[src/rtl/rr_arbiter_8.sv]
// rr_arbiter_8: eight-way round-robin arbiter with persistent ownership.
// Grant is one-hot plus binary index (8-to-3 encoder encoding), all registered.
// Optional hold timeout enabled by defining RR_ARB_TIMEOUT_EN; without it the
// owner keeps the grant for as long as it requests and MAX_HOLD is ignored.
module rr_arbiter_8 #(
  parameter int unsigned MAX_HOLD = 16
) (
  input  logic       clk,
  input  logic       rst,
  input  logic [7:0] req,
  output logic [7:0] gnt,
  output logic [2:0] gnt_idx,
  output logic       gnt_valid
);

  typedef enum logic {
    IDLE  = 1'b0,
    GRANT = 1'b1
  } state_t;

  // Catch an out-of-range hold limit at elaboration time.
  if (MAX_HOLD < 2 || MAX_HOLD > 256) begin : g_bad_max_hold
    $error("rr_arbiter_8: MAX_HOLD must be in 2..256");
  end

  state_t     state_q, state_d;
  logic [2:0] last_q, last_d;
  logic [7:0] gnt_d;
  logic [2:0] gnt_idx_d;
  logic       gnt_valid_d;

  logic [2:0] win_all;
  logic       win_all_ok;
  logic       grant_en;
  logic [2:0] grant_sel;

`ifdef RR_ARB_TIMEOUT_EN
  localparam int unsigned          HOLD_W   = $clog2(MAX_HOLD);
  localparam logic [HOLD_W-1:0]    HOLD_MAX = HOLD_W'(MAX_HOLD - 1);

  logic [HOLD_W-1:0] hold_q, hold_d;
  logic [2:0]        win_oth;
  logic              win_oth_ok;

  // Winner among everyone except the current owner (timeout handoff).
  always_comb begin
    win_oth    = '0;
    win_oth_ok = 1'b0;
    for (int k = 6; k >= 0; k--) begin
      if (req[last_q + 3'(k + 1)]) begin
        win_oth    = last_q + 3'(k + 1);
        win_oth_ok = 1'b1;
      end
    end
  end
`endif

  // Rotating priority search from last_q+1; last_q itself is tried last.
  always_comb begin
    win_all    = '0;
    win_all_ok = 1'b0;
    for (int k = 7; k >= 0; k--) begin
      if (req[last_q + 3'(k + 1)]) begin
        win_all    = last_q + 3'(k + 1);
        win_all_ok = 1'b1;
      end
    end
  end

  // Next-state and next-output decode.
  always_comb begin
    state_d     = state_q;
    last_d      = last_q;
    gnt_d       = gnt;
    gnt_idx_d   = gnt_idx;
    gnt_valid_d = gnt_valid;
    grant_en    = 1'b0;
    grant_sel   = '0;
`ifdef RR_ARB_TIMEOUT_EN
    hold_d      = hold_q;
`endif

    case (state_q)
      IDLE: begin
        if (win_all_ok) begin
          grant_en  = 1'b1;
          grant_sel = win_all;
        end
      end
      GRANT: begin
        if (req[last_q]) begin
`ifdef RR_ARB_TIMEOUT_EN
          if (hold_q == HOLD_MAX && win_oth_ok) begin
            grant_en  = 1'b1;
            grant_sel = win_oth;
          end else if (hold_q != HOLD_MAX) begin
            hold_d = hold_q + HOLD_W'(1);
          end
`endif
        end else if (win_all_ok) begin
          grant_en  = 1'b1;
          grant_sel = win_all;
        end else begin
          state_d     = IDLE;
          gnt_d       = '0;
          gnt_idx_d   = '0;
          gnt_valid_d = 1'b0;
        end
      end
      default: begin
        state_d = IDLE;
      end
    endcase

    // A new grant (from idle, release or timeout) loads the same fields.
    if (grant_en) begin
      state_d     = GRANT;
      last_d      = grant_sel;
      gnt_d       = 8'b1 << grant_sel;
      gnt_idx_d   = grant_sel;
      gnt_valid_d = 1'b1;
`ifdef RR_ARB_TIMEOUT_EN
      hold_d      = '0;
`endif
    end
  end

  // State and registered outputs; reset points priority at requester 0.
  always_ff @(posedge clk) begin
    if (rst) begin
      state_q   <= IDLE;
      last_q    <= 3'd7;
      gnt       <= '0;
      gnt_idx   <= '0;
      gnt_valid <= 1'b0;
`ifdef RR_ARB_TIMEOUT_EN
      hold_q    <= '0;
`endif
    end else begin
      state_q   <= state_d;
      last_q    <= last_d;
      gnt       <= gnt_d;
      gnt_idx   <= gnt_idx_d;
      gnt_valid <= gnt_valid_d;
`ifdef RR_ARB_TIMEOUT_EN
      hold_q    <= hold_d;
`endif
    end
  end

endmodule

[config.mk]
export PLATFORM = sky130hd
export DESIGN_NAME = rr_arbiter_8
export DESIGN_NICKNAME = d
export VERILOG_FILES = /design/src/rtl/rr_arbiter_8.sv
export SDC_FILE = /design/constraint.sdc
export NUM_CORES = 1
export LEC_CHECK = 0
export CAP_MARGIN = 15
export CORE_MARGIN = 2
export CORE_UTILIZATION = 37
export DETAILED_ROUTE_END_ITERATION = 8
export MAX_ROUTING_LAYER = met4
export PLACE_DENSITY = 0.67
export SYNTH_ARGS = -nofsm -noshare
export SYNTH_HDL_FRONTEND = slang
export SYNTH_SLANG_ARGS = --single-unit
[constraint.sdc]
create_clock -name clk -period 4.14 [get_ports clk]
set_clock_uncertainty 0.15 [all_clocks]
set_input_delay 1.035 -clock clk [delete_from_list [all_inputs] [get_ports clk]]
set_output_delay 1.035 -clock clk [all_outputs]
set_load 0.02 [all_outputs]
==> metrics.csv, run 1 <==
metric,value,unit
via_count,1452,
reg2reg_slack,0.83,ns
ys.flop_type,dfxtp_1,
period_minus_slack,3.61,ns
synth-edff-count,0,
synth-seq-cells,16,
grt_pass1_vias,1392,
initial_core_util,37.7,%
worst_r2r_path_depth,9,
postCtsHoldBufs,0,
post-route-util,42.7,%
fp.dieH,72.9,µm
io_pins,22,
cts_sinks,16,
ant_nets,0,
async_flop_share,0,%
track_usage,16.1,%
status,completed,
multi_input_area,1280,µm²
cts_resized,0,
antenna_found_initial,0,
postCtsSetupBuffers,0,
drv_slew,0,
crit_arrival,3.60,ns
max_cap_violations,0,
crit_slowest_cell,mux4_1,
hold_violations,0,
relSlewSlack,34.5,%
hold_depth,2,
dpl_worst_slack,0.295,ns
die_w,72.9,µm
nFillCells,444,
crit_family,buffers and inverters,
fp-row-count,25,
synthXorXnorAreaFrac,3.42,%
avgSynthCellArea,10.4,µm²
htreeDepth,1,
critPathLaunchType,primary input,
vias_per_cell,6.10,
cp.required,4.13,ns
timing.final.crit_share,87.1,%
critical_path.max_stage_delay,0.70,ns
seqCellArea,320,µm²
finalSetupViolCount,0,
dr.pass1.iters,4,
yosys.area_share.adder,1.42,%
synth_mux_area_share,32.9,%
drt_iter0_markers,76,
worstHoldStart,gnt_idx[1]$_SDFFE_PP0P_,
routed_wl,3960,µm
fp.coreArea,4660,µm²
post-place-cells,234,
worst_pin_slew,0.981,ns
critPathBufInv,2,
diodes,0,
synth_top_family_by_area,multiplexers,
p_leak,0.779,nW
rsz0062_at_grt,false,
cts_made_buffers,3,
stdcell_count,238,
grt_max_degree,24,
worstSetupPathType,primary input to register,
fin_tns_setup,0,ns
synth_compound_area_share,23.1,%
die_area,5320,µm²
synth-simple-area-share,12.0,%
clock_path_buffers,2,
finalNetCount,197,
end_kind,register,
syn_area,1760,µm²
min_to,gnt_idx[1]$_SDFFE_PP0P_,
power_density,943,nW/µm²
hold_class,register to register,
fmax,277,MHz
place.gp.congestion,0.923,
seq_area_frac_synth,18.2,%
path_clk_slew,0.06,ns
drc,0,
crit_chain,clkdlybuf4s50_1 -> mux4_1 -> nor4_1 -> nand2_1 -> o21ai_2 -> buf_4 -> nor2_1 -> a32o_1,
grt_remaining_overflow,0,
ys_warn_count,0,
r2r-start,last_q[0]$_SDFFE_PP1P_,
wire_per_inst,16.6,µm
area_growth,13.2,%
dp_hpwl,2980,µm
ys_types,55,
setup_slack,0.532,ns
port_buffers,21,
cts_root_buf,clkbuf_8,
vdd_drop_max,0.000375,V
grt_pass1_wl,6620,µm
cts_tree,built,
synthCells,169,
r2r_end,gnt[0]$_SDFFE_PP0P_,
critPathMaxFanout,10,
drive_gt1_share,19.6,%
clk_latency,0.25,ns
syn_nets,181,
-- flip-flops by register name (all words and copies together), names as in the netlist --
register / flops
gnt: 8
gnt_idx: 3
last_q: 3
gnt_valid: 1
state_q: 1
-- report_power, final --
group,internal [mW],total [mW],switching (mW)
registers,0.206,0.260,0.0538
clock network,0.0844,0.136,0.0520
logic,0.686,1.48,0.795
-- area by class of cell --
class | instances | area share (%)
clock buffer | 4 | 2.77
multi-input combinational | 132 | 64.4
timing repair buffer | 25 | 12.1
sequential | 16 | 16.1
tap | 54 | 3.39
inverter | 7 | 1.32
-- kinds of logic after synthesis --
kind of cell,Yosys count
compound gates,50
simple gates,40
mux,34
buf+inv,21
flops,16
xor+xnor,6
fa+ha+maj,2
-- how the worst max path moves through the flow --
stage               cells past startpoint  slack, ns                      to              startpoint
finish                                  8       0.53     gnt[0]$_SDFFE_PP0P_                  req[7]
CTS                                     7       0.56     gnt[7]$_SDFFE_PP0P_                  req[7]
detailed placement                      7       0.29     gnt[7]$_SDFFE_PP0P_                  req[7]
floorplan                              13       0.90  last_q[0]$_SDFFE_PP1P_  last_q[1]$_SDFFE_PP1P_
global placement                        7       0.29     gnt[2]$_SDFFE_PP0P_                  req[6]
global route                            8       0.35     gnt[0]$_SDFFE_PP0P_                  req[7]
-- cells in the mapped netlist (3+ instances only) --
library cell	number	area (µm²)
nand2_1	15	56.3
dfxtp_1	16	320
a21oi_1	11	55.1
a32o_1	8	80.1
mux4_1	9	236
mux2i_1	9	90.1
a211oi_1	4	30.0
or2_2	3	18.8
mux2_2	8	90.1
and2_1	3	18.8
nand3_1	3	15.0
xor2_1	3	26.3
and3_1	3	18.8
nor2_1	4	15.0
mux4_2	6	135
inv_1	7	26.3
buf_6	5	56.3
-- per-stage QoR --
stage	instance area [µm²]	power [mW]	hold slack, ns
after floorplan	1760	1.50	0.383
after global placement	1940	1.73	0.293
after detailed placement	1940	1.73	0.298
after CTS	1990	1.88	0.306
after global routing	1990	2.04	0.322
final	1990	1.88	0.302
-- routing by layer --
metal	global-route usage, %	routed length [µm]	up-vias
met1	22.1	1910	721
met2	25.2	1890	17
met4	2.47	55	0
met5	-	0	-
li1	-	-	706
met3	3.31	104	8
-- layout by cell type, fill, tap and decap left out, types with 6 or more instances in the layout --
| cell type | Yosys | final |
|---|---|---|
| dfxtp_1 | 16 | 16 |
| inv_1 | 7 | 7 |
| nand2_1 | 15 | 15 |
| mux4_2 | 6 | 6 |
| a32o_1 | 8 | 8 |
| mux2i_1 | 9 | 9 |
| mux4_1 | 9 | 9 |
| mux2_2 | 8 | 8 |
| clkdlybuf4s50_1 | 0 | 21 |
| a21oi_1 | 11 | 11 |
-- worst register-to-register path: cells and delay by family, from the launching register on --
family                   cells  cell delay, ns
adder cells (fa/ha/maj)      1            0.57
multiplexers                 1            0.75
AO/OA/AOI/OAI                2            0.45
buffers and inverters        2            0.32
flip-flops                   1            0.32
AND/OR/NAND/NOR              3            0.63
No activity file was read; power rests on OpenSTA's default activity.
==> run 2: changes to the inputs <==
--- a/config.mk
+++ b/config.mk
@@ -9,6 +9,7 @@
 export CORE_MARGIN = 2
 export CORE_UTILIZATION = 37
 export DETAILED_ROUTE_END_ITERATION = 8
+export GPL_ROUTABILITY_DRIVEN = 0
 export MAX_ROUTING_LAYER = met4
 export PLACE_DENSITY = 0.67
 export SYNTH_ARGS = -nofsm -noshare
==> results of run 2 <==
No change in the layout: final DEF, timing and power equal those of run 1.
